$ cat config.mk
export PLATFORM = sky130hd
export DESIGN_NAME = pooling_controller
export DESIGN_NICKNAME = d
export VERILOG_FILES = /design/src/rtl/pooling_controller.sv
export SDC_FILE = /design/constraint.sdc
export NUM_CORES = 1
export LEC_CHECK = 0
export ABC_AREA = 1
export CAP_MARGIN = 20
export CORE_MARGIN = 5
export CORE_UTILIZATION = 45
export CTS_BUF_LIST = sky130_fd_sc_hd__clkbuf_8
export CTS_CLUSTER_SIZE = 16
export DETAILED_ROUTE_END_ITERATION = 10
export GPL_TIMING_DRIVEN = 0
export HOLD_SLACK_MARGIN = 0.08
export PLACE_DENSITY = 0.74
export SETUP_SLACK_MARGIN = 0.02
export SLEW_MARGIN = 20
export SYNTH_ARGS = -nofsm -noshare
export SYNTH_HDL_FRONTEND = slang
export SYNTH_SLANG_ARGS = --single-unit
$ cat constraint.sdc
create_clock -name i_clk -period 3 [get_ports i_clk]
set_clock_uncertainty 0.15 [all_clocks]
set_input_delay 0.45 -clock i_clk [delete_from_list [all_inputs] [get_ports i_clk]]
set_output_delay 0.45 -clock i_clk [all_outputs]
set_load 0.03 [all_outputs]
$ cat src/rtl/pooling_controller.sv
// 2x2 stride-2 average pooling sequencer: reads each window from a synchronous input
// buffer, sums it and writes the truncated average to the output buffer in row-major order.
module pooling_controller #(
    parameter int N      = 5,
    parameter int DATA_W = 16,
    localparam int M      = N / 2,
    localparam int IN_AW  = $clog2(N * N),
    localparam int OUT_AW = (M * M > 1) ? $clog2(M * M) : 1
) (
    input  logic              i_clk,
    input  logic              i_rst_n,
    input  logic              i_start,
    output logic              o_busy,
    output logic              o_finish,
    output logic              o_in_rd_en,
    output logic [IN_AW-1:0]  o_in_addr,
    input  logic [DATA_W-1:0] i_in_data,
    output logic              o_out_wr_en,
    output logic [OUT_AW-1:0] o_out_addr,
    output logic [DATA_W-1:0] o_out_data
);

    localparam int CW    = (M > 1) ? $clog2(M) : 1;
    localparam int ACC_W = DATA_W + 2;

    if (N < 2) begin : g_bad_n
        $error("pooling_controller: N must be >= 2");
    end

    typedef enum logic [2:0] {
        S_IDLE, S_RD0, S_RD1, S_RD2, S_RD3, S_WAIT, S_WR, S_DONE
    } state_t;

    // Truncating divide by 4: bias negative sums by 3 before the arithmetic shift.
    function automatic logic [DATA_W-1:0] div4(input logic [ACC_W-1:0] a);
        logic [ACC_W-1:0] t;
        t = a + (a[ACC_W-1] ? ACC_W'(2'd3) : ACC_W'(2'd0));
        return t[ACC_W-1:2];
    endfunction

    state_t              r_state;
    logic [CW-1:0]       r_i;
    logic [CW-1:0]       r_j;
    logic [ACC_W-1:0]    r_acc;
    logic                r_busy;
    logic                r_finish;
    logic                r_rd_en;
    logic [IN_AW-1:0]    r_in_addr;
    logic                r_wr_en;
    logic [OUT_AW-1:0]   r_out_addr;
    logic [DATA_W-1:0]   r_out_data;

    state_t              w_state_nxt;
    logic [CW-1:0]       w_i_nxt;
    logic [CW-1:0]       w_j_nxt;
    logic [ACC_W-1:0]    w_acc_nxt;
    logic [ACC_W-1:0]    w_pix_ext;
    logic                w_busy_nxt;
    logic                w_finish_nxt;
    logic                w_rd_en_nxt;
    logic                w_row_lo;
    logic                w_col_lo;
    logic [IN_AW-1:0]    w_in_addr_nxt;
    logic                w_wr_en_nxt;
    logic [OUT_AW-1:0]   w_out_addr_nxt;
    logic [DATA_W-1:0]   w_out_data_nxt;

    assign w_pix_ext = {{2{i_in_data[DATA_W-1]}}, i_in_data};

    // Next state, window counters and accumulator.
    always_comb begin
        w_state_nxt = r_state;
        w_i_nxt     = r_i;
        w_j_nxt     = r_j;
        w_acc_nxt   = r_acc;
        case (r_state)
            S_IDLE: begin
                if (i_start) begin
                    w_state_nxt = S_RD0;
                    w_i_nxt     = '0;
                    w_j_nxt     = '0;
                    w_acc_nxt   = '0;
                end else begin
                    w_state_nxt = S_IDLE;
                end
            end
            S_RD0: begin
                w_state_nxt = S_RD1;
                w_acc_nxt   = '0;
            end
            S_RD1: begin
                w_state_nxt = S_RD2;
                w_acc_nxt   = r_acc + w_pix_ext;
            end
            S_RD2: begin
                w_state_nxt = S_RD3;
                w_acc_nxt   = r_acc + w_pix_ext;
            end
            S_RD3: begin
                w_state_nxt = S_WAIT;
                w_acc_nxt   = r_acc + w_pix_ext;
            end
            S_WAIT: begin
                w_state_nxt = S_WR;
                w_acc_nxt   = r_acc + w_pix_ext;
            end
            S_WR: begin
                if (r_j < CW'(M - 1)) begin
                    w_j_nxt     = r_j + CW'(1'b1);
                    w_state_nxt = S_RD0;
                end else if (r_i < CW'(M - 1)) begin
                    w_j_nxt     = '0;
                    w_i_nxt     = r_i + CW'(1'b1);
                    w_state_nxt = S_RD0;
                end else begin
                    w_state_nxt = S_DONE;
                end
            end
            S_DONE: begin
                if (i_start) begin
                    w_state_nxt = S_DONE;
                end else begin
                    w_state_nxt = S_IDLE;
                end
            end
            default: begin
                w_state_nxt = S_IDLE;
            end
        endcase
    end

    // Output values for the coming cycle, derived from the next state.
    always_comb begin
        w_busy_nxt     = 1'b0;
        w_finish_nxt   = 1'b0;
        w_rd_en_nxt    = 1'b0;
        w_wr_en_nxt    = 1'b0;
        w_row_lo       = 1'b0;
        w_col_lo       = 1'b0;
        w_in_addr_nxt  = r_in_addr;
        w_out_addr_nxt = r_out_addr;
        w_out_data_nxt = r_out_data;
        case (w_state_nxt)
            S_RD0: begin
                w_busy_nxt  = 1'b1;
                w_rd_en_nxt = 1'b1;
            end
            S_RD1: begin
                w_busy_nxt  = 1'b1;
                w_rd_en_nxt = 1'b1;
                w_col_lo    = 1'b1;
            end
            S_RD2: begin
                w_busy_nxt  = 1'b1;
                w_rd_en_nxt = 1'b1;
                w_row_lo    = 1'b1;
            end
            S_RD3: begin
                w_busy_nxt  = 1'b1;
                w_rd_en_nxt = 1'b1;
                w_row_lo    = 1'b1;
                w_col_lo    = 1'b1;
            end
            S_WAIT: begin
                w_busy_nxt = 1'b1;
            end
            S_WR: begin
                w_busy_nxt     = 1'b1;
                w_wr_en_nxt    = 1'b1;
                w_out_addr_nxt = OUT_AW'(w_i_nxt) * OUT_AW'(M) + OUT_AW'(w_j_nxt);
                w_out_data_nxt = div4(w_acc_nxt);
            end
            S_DONE: begin
                w_finish_nxt = 1'b1;
            end
            default: begin
                w_busy_nxt = 1'b0;
            end
        endcase
        // Row/col of the pixel are {2i+row_lo, 2j+col_lo}.
        if (w_rd_en_nxt) begin
            w_in_addr_nxt = IN_AW'({w_i_nxt, w_row_lo}) * IN_AW'(N) + IN_AW'({w_j_nxt, w_col_lo});
        end else begin
            w_in_addr_nxt = r_in_addr;
        end
    end

    // State and output registers with synchronous active-low reset.
    always_ff @(posedge i_clk) begin
        if (!i_rst_n) begin
            r_state    <= S_IDLE;
            r_i        <= '0;
            r_j        <= '0;
            r_acc      <= '0;
            r_busy     <= 1'b0;
            r_finish   <= 1'b0;
            r_rd_en    <= 1'b0;
            r_in_addr  <= '0;
            r_wr_en    <= 1'b0;
            r_out_addr <= '0;
            r_out_data <= '0;
        end else begin
            r_state    <= w_state_nxt;
            r_i        <= w_i_nxt;
            r_j        <= w_j_nxt;
            r_acc      <= w_acc_nxt;
            r_busy     <= w_busy_nxt;
            r_finish   <= w_finish_nxt;
            r_rd_en    <= w_rd_en_nxt;
            r_in_addr  <= w_in_addr_nxt;
            r_wr_en    <= w_wr_en_nxt;
            r_out_addr <= w_out_addr_nxt;
            r_out_data <= w_out_data_nxt;
        end
    end

    assign o_busy      = r_busy;
    assign o_finish    = r_finish;
    assign o_in_rd_en  = r_rd_en;
    assign o_in_addr   = r_in_addr;
    assign o_out_wr_en = r_wr_en;
    assign o_out_addr  = r_out_addr;
    assign o_out_data  = r_out_data;

endmodule

==> flow_metrics.py, run 1 <==
metrics = {
    "run_status": {
        "outcome": "complete, no violations",
    },
    "synth": {
        "synth.area.top_cells": "dfxtp_1 27%, nand2_1 18%, inv_1 10%",
        "synth_area_leader_cell": "dfxtp_1",
        "synth.distinct_cells": 43,
        "synth_seq_cells": 50,
        "synth.top_cell.area_share_pct": 26.9,
        "avgSynthCellArea_sq_um": 6.20,
        "syn_nets": 643,
        "seq_area_frac_synth_pct": 26.9,
        "syn-cell-area_sq_um": 3720,
        "ys_warn_count": 0,
        "netlist_instances": 600,
    },
    "power": {
        "powerDensity_nw_per_um2": 379,
        "seqPwrFrac_pct": 40.2,
        "p_comb_share_pct": 35.9,
        "netSwitchingFraction_pct": 35.0,
        "p_sw_mw": 0.644,
        "clkPwrFrac_pct": 23.8,
        "p_leak_nw": 2.31,
        "vdd_ir_drop_max_uv": 317,
        "internal_power_mw": 1.19,
    },
    "place": {
        "place.gp.congestion": 0.855,
        "dp_slack_ns": -0.643,
        "place_area_sq_um": 4290,
        "port_buffers": 44,
        "dp_cells": 749,
        "place_hpwl_um": 7850,
    },
    "sta": {
        "layout_setup_ws_ns": 0.205,
        "rsz0062_at_grt": "no",
        "slew_violations": 0,
        "worstMarginPinSlew_ns": 0.576,
        "fmax_mhz": 358,
        "finalCritPeriodShare_pct": 93.2,
        "hold_viol": 0,
        "period_minus_slack_ns": 2.79,
        "setup_viol": 0,
        "slew_headroom_pct": 61.6,
    },
    "clock_tree": {
        "htree_levels": 2,
        "clkTransAtPathRegs_ns": 0.08,
        "insertion_delay_ns": 0.30,
        "cts_tree": "done",
        "holdBufCountCts": 0,
        "cts_max_path_buffers": 2,
        "cts_sinks": 50,
        "cts_root_buffer": "clkbuf_8",
        "cts_buffers": 5,
    },
    "route": {
        "wl_per_cell_um": 13.4,
        "viasPerCell": 5.03,
        "wl_um": 10300,
        "dr.pass1.iters": 7,
        "first_iter_violations": 138,
        "post-route-drc-count": 0,
        "num_vias": 3880,
        "antenna_left": 0,
    },
    "critical_path": {
        "ff2ff_path_depth": 21,
        "r2r-start": "r_acc[3]",
        "endpoint_kind": "register",
        "criticalPathCategory": "input pin to register",
        "arrival_ns": 2.85,
        "r2r_slack_ns": 0.25,
        "worst-path-max-fanout": 5,
        "critPathRequiredTime_ns": 3.06,
        "rr_endpoint": "o_out_data[14]",
        "start_kind": "input pin",
    },
    "floorplanning": {
        "die_h_um": 101,
        "io_pins": 46,
        "die_area_sq_um": 10200,
        "design.core.area_sq_um": 8130,
        "num_rows": 33,
        "start_util_pct": 45.7,
        "chipWidth_um": 101,
    },
    "worst_hold_path": {
        "hold_path_class": "register to register",
        "holdPathStages": 2,
        "hold_start": "o_out_data[4]",
        "holdPathEnd": "o_out_data[4]",
    },
    "grt": {
        "grt_pass1_wl_um": 17300,
        "grt_max_degree": 15,
        "grt_pass1_vias": 3885,
        "grt-ovfl-total": 0,
        "antenna_found_initial": 0,
        "grtUsageTotal_pct": 20.8,
    },
    "layout": {
        "final_net_count": 708,
        "antenna_cells": 0,
        "n_fill_cell": 754,
        "fin_area_sq_um": 4850,
        "drive_gt1_share_pct": 17.7,
        "area_growth_pct": 30.3,
        "stdcell_count": 771,
    },
    "job": {
        "maxCapViolCount": 0,
    },
}
==> cell usage in the layout (no fill, tap or decap), types with 15 or more instances in the layout <==
cell / instances
clkdlybuf4s50_1: 28
a21oi_1: 22
nand2_1: 160
o21ai_0: 19
nand3_1: 42
ha_4: 18
nor2_1: 57
inv_1: 96
dfxtp_1: 48
nand2_2: 23
buf_4: 15
==> flip-flops by register name, indices dropped and copies added (netlist names) <==
register	cells
r_acc	18
o_out_addr	2
r_j	1
r_i	1
o_busy	1
o_out_wr_en	1
o_finish	1
o_out_data	16
o_in_rd_en	1
r_state	3
o_in_addr	5
==> power groups by stage <==
stage | sequential [mW] | clock, mW | combinational, mW
after global placement | 0.745 | 0 | 0.544
after detailed placement | 0.746 | 0 | 0.555
after global routing | 0.746 | 0.478 | 0.732
after CTS | 0.739 | 0.453 | 0.627
after floorplan | 0.776 | 0 | 0.360
final | 0.740 | 0.438 | 0.661
==> layout make-up <==
type | instances | area, sq um | area share (%)
repair buffers | 59 | 556 | 11.5
clock buffers | 8 | 110 | 2.27
multi-input cells | 429 | 2590 | 53.4
well taps | 105 | 131 | 2.71
inverters | 110 | 413 | 8.52
plain buffers | 10 | 46.3 | 0.955
flip-flops and latches | 50 | 1000 | 20.7
==> worst max-delay path, stage by stage <==
cell	delay, ns
dlygate4sd2_1	0.26
ha_4	0.26
nand2_1	0.07
nand2_2	0.06
inv_1	0.09
nand2_1	0.07
nand2_2	0.08
nand3_2	0.09
nand2_2	0.08
nand3_1	0.08
nand3_2	0.10
nand2_4	0.08
ha_4	0.28
nand2_1	0.06
inv_2	0.05
nand2_2	0.07
a21oi_2	0.25
nand3_1	0.10
nand2_1	0.07
nand3_1	0.08
nand2_1	0.09
inv_1	0.04
==> how the worst max path moves through the flow <==
stage / endpoint / startpoint / slack [ns] / cells after the start
finish: o_out_data[14] / i_in_data[4] / 0.21 / 22
global route: o_out_data[12] / i_in_data[3] / 0.03 / 23
CTS: o_out_data[11] / i_in_data[14] / 0.02 / 21
detailed placement: o_out_data[11] / i_in_data[7] / -0.64 / 21
global placement: o_out_data[11] / i_in_data[7] / -0.60 / 21
floorplan: o_out_data[11] / i_in_data[2] / 0.22 / 22
==> cells in the mapped netlist (all sizes together) <==
master / count
nand2: 190
inv: 109
nor2: 65
dfxtp: 50
nand3: 50
o21ai: 29
a21oi: 26
ha: 22
nand4: 9
clkbuf: 7
o21a: 7
nor3: 6
buf: 4
nand3b: 4
o211ai: 3
and2: 2
fa: 2
or2: 2
xnor2: 2
xor2: 2
a21boi: 1
a21o: 1
a22o: 1
a31oi: 1
clkinv: 1
o21bai: 1
o22ai: 1
o31ai: 1
o41ai: 1
==> through the flow <==
step | util, % | power, mW | hold WS, ns | setup TNS [ns]
global placement | 52.8 | 1.29 | 0.316 | -7.86
CTS | 58.1 | 1.82 | 0.338 | 0
floorplan | - | 1.14 | 0.319 | 0
finish | 59.6 | 1.84 | 0.335 | 0
global route | 59.6 | 1.96 | 0.367 | 0
detailed placement | 52.8 | 1.30 | 0.316 | -8.41
==> cell families after synthesis <==
logic type      Yosys count  share of synthesized area [%]
buf+inv                 121                           12.5
compound gates           73                           12.3
xor+xnor                  4                          0.942
simple gates            328                           38.9
flops                    50                           26.9
fa+ha+maj                24                           8.47
==> per-layer routing <==
layer | global-route usage (%) | part of all wire (%) | routed length, um
met5 | 0 | 0 | 0
met4 | 8.08 | 3.5 | 358
met3 | 2.15 | 4.5 | 465
met2 | 36.6 | 47 | 4810
met1 | 26.1 | 45 | 4690
==> timing repair <==
action | in CTS | in global routing
setup buffers | 7 | 8
gates resized for setup | 47 | 30
endpoints found under the setup margin | 16 | 16
pin swaps | 12 | 14
No activity file was read; power rests on OpenSTA's default activity.
==> inputs of run 2 (changes only) <==
clock period = 3.6 ns   (was 3 ns; I/O delays follow)
==> run 2 against run 1 <==
  * Die area did not move
  * Clock power fell by 17%
  * Via count fell by 2.9%
  * Sequential share of layout area rose by 1.7 points
  * Critical endpoint is now o_out_data[7]
==> flow_metrics.py, run 2 (synthesis gave the netlist of run 1 again) <==
metrics = {
    "sta": {
        "tns_ns": 0,
        "rsz0062_at_grt": "no",
        "hold_viol": 0,
        "slew_headroom_pct": 62.1,
        "worst_hold_slack_ns": 0.334,
        "fmax_mhz": 302,
        "worstMarginPinSlew_ns": 0.568,
        "layout_setup_ws_ns": 0.294,
        "finalCritPeriodShare_pct": 91.8,
        "setup_viol": 0,
        "slew_violations": 0,
        "period_minus_slack_ns": 3.31,
    },
    "clock_tree": {
        "insertion_delay_ns": 0.30,
        "cts_tree": "done",
        "cts_max_path_buffers": 2,
        "clkTransAtPathRegs_ns": 0.08,
        "cts_buffers": 5,
        "htree_levels": 2,
        "holdBufCountCts": 0,
        "cts_root_buffer": "clkbuf_8",
        "cts_sinks": 50,
    },
    "grt": {
        "grt_pass1_wl_um": 16300,
        "grt_pass1_vias": 3679,
        "antenna_found_initial": 0,
        "grt_max_degree": 15,
        "grt-ovfl-total": 0,
        "grtUsageTotal_pct": 19.6,
    },
    "worst_hold_path": {
        "holdPathEnd": "o_out_data[4]",
        "hold_start": "o_out_data[4]",
        "hold_path_class": "register to register",
        "holdPathStages": 2,
    },
    "critical_path": {
        "r2r_slack_ns": 0.62,
        "critPathRequiredTime_ns": 3.70,
        "criticalPathCategory": "input pin to register",
        "endpoint_kind": "register",
        "worst-path-max-fanout": 7,
        "arrival_ns": 3.41,
        "r2r-start": "r_acc[8]",
        "start_kind": "input pin",
        "ff2ff_path_depth": 20,
        "rr_endpoint": "o_out_data[7]",
    },
    "place": {
        "dp_cells": 749,
        "place_hpwl_um": 7850,
        "dp_slack_ns": -0.133,
        "place_area_sq_um": 4290,
        "place.gp.congestion": 0.855,
        "port_buffers": 44,
    },
    "layout": {
        "final_net_count": 695,
        "largest_register_ffs": 18,
        "largest-register": "r_acc",
        "area_growth_pct": 20.0,
        "drive_gt1_share_pct": 9.49,
        "final_common_cell": "nand2_1",
        "antenna_cells": 0,
        "final_util_pct": 54.9,
        "fin_area_sq_um": 4470,
        "layout_common_cells": "171 x nand2_1, 101 x inv_1, 60 x nor2_1",
        "stdcell_count": 758,
    },
    "floorplanning": {
        "die_area_sq_um": 10200,
        "num_rows": 33,
        "io_pins": 46,
        "start_util_pct": 45.7,
        "design.core.area_sq_um": 8130,
        "die_h_um": 101,
        "chipWidth_um": 101,
    },
    "power": {
        "finalPower_mw": 1.46,
        "p_leak_nw": 2.16,
        "powerDensity_nw_per_um2": 326,
        "vdd_ir_drop_max_uv": 264,
    },
    "route": {
        "wl_um": 9690,
        "post-route-drc-count": 0,
        "first_iter_violations": 139,
        "num_vias": 3766,
        "dr.pass1.iters": 5,
        "wl_per_cell_um": 12.8,
        "viasPerCell": 4.97,
        "antenna_left": 0,
    },
    "job": {
        "maxCapViolCount": 0,
    },
    "run_status": {
        "outcome": "complete, no violations",
    },
}
run 2: changes by cell type in the layout (fill, tap and decap cells not counted), moves of 8 or more:
cell / previous run / this run
clkdlybuf4s50_1: 28 / 44
ha_4: 18 / 2
buf_4: 15 / 1
ha_1: 4 / 17
nand2_1: 160 / 171
nand2_2: 23 / 13
dlygate4sd2_1: 8 / 0
run 2: worst max path at each step:
stage	slack (ns)	endpoint	start	cells past startpoint
floorplan	0.73	o_out_data[11]	i_in_data[2]	22
global placement	-0.09	o_out_data[11]	i_in_data[7]	21
detailed placement	-0.13	o_out_data[11]	i_in_data[7]	21
CTS	0.18	o_out_data[11]	i_in_data[7]	21
global route	0.05	o_out_data[11]	i_in_data[3]	23
finish	0.29	o_out_data[7]	i_in_data[2]	23
run 2: area by class of cell:
cell class                 instances  area (sq um)
fill                             799          3670
multi-input combinational        429          2310
sequential                        50          1000
timing repair buffer              45           448
inverter                         110           413
tap                              105           131
clock buffer                       8           110
buffer                            11          53.8
run 2: power by group:
| group | switching [mW] | leakage [nW] | internal, mW |
|---|---|---|---|
| Sequential | 0.0232 | 0.406 | 0.587 |
| Clock | 0.171 | 0.0575 | 0.194 |
| Combinational | 0.310 | 1.70 | 0.171 |
run 2: layer usage:
metal  GRT usage (%)  vias to the layer above  part of all wire (%)
met5               0                        -                     0
met4            6.95                        0                   2.8
met3            2.01                       22                   4.7
li1                -                     1986                     -
met1            25.5                     1668                    46
met2            33.5                       90                    46
run 2: repair_timing:
item,4_1_cts,5_1_grt
gates resized for setup,0,12
setup endpoints to repair,0,7
setup buffers,0,1
run 2: worst max-delay path, stage by stage:
cell,delay [ns]
clkdlybuf4s50_1,0.40
ha_1,0.28
clkbuf_4,0.17
nand2_1,0.06
nand2_1,0.06
nand2_1,0.06
nand2_1,0.04
nand2_1,0.08
nand3_1,0.12
nand2_1,0.12
nand3_1,0.08
nand3_2,0.10
nand2_4,0.10
ha_4,0.29
nand2_2,0.07
nor2_4,0.12
nand2_1,0.10
o21ai_4,0.22
buf_4,0.15
nand2_1,0.04
nand3_1,0.09
nand2_1,0.06
inv_1,0.04
==> inputs of run 3 (changes only) <==
CAP_MARGIN = 0   (was 20)
==> results of run 3 <==
Final layout, timing and power as in run 2 (identical DEF).
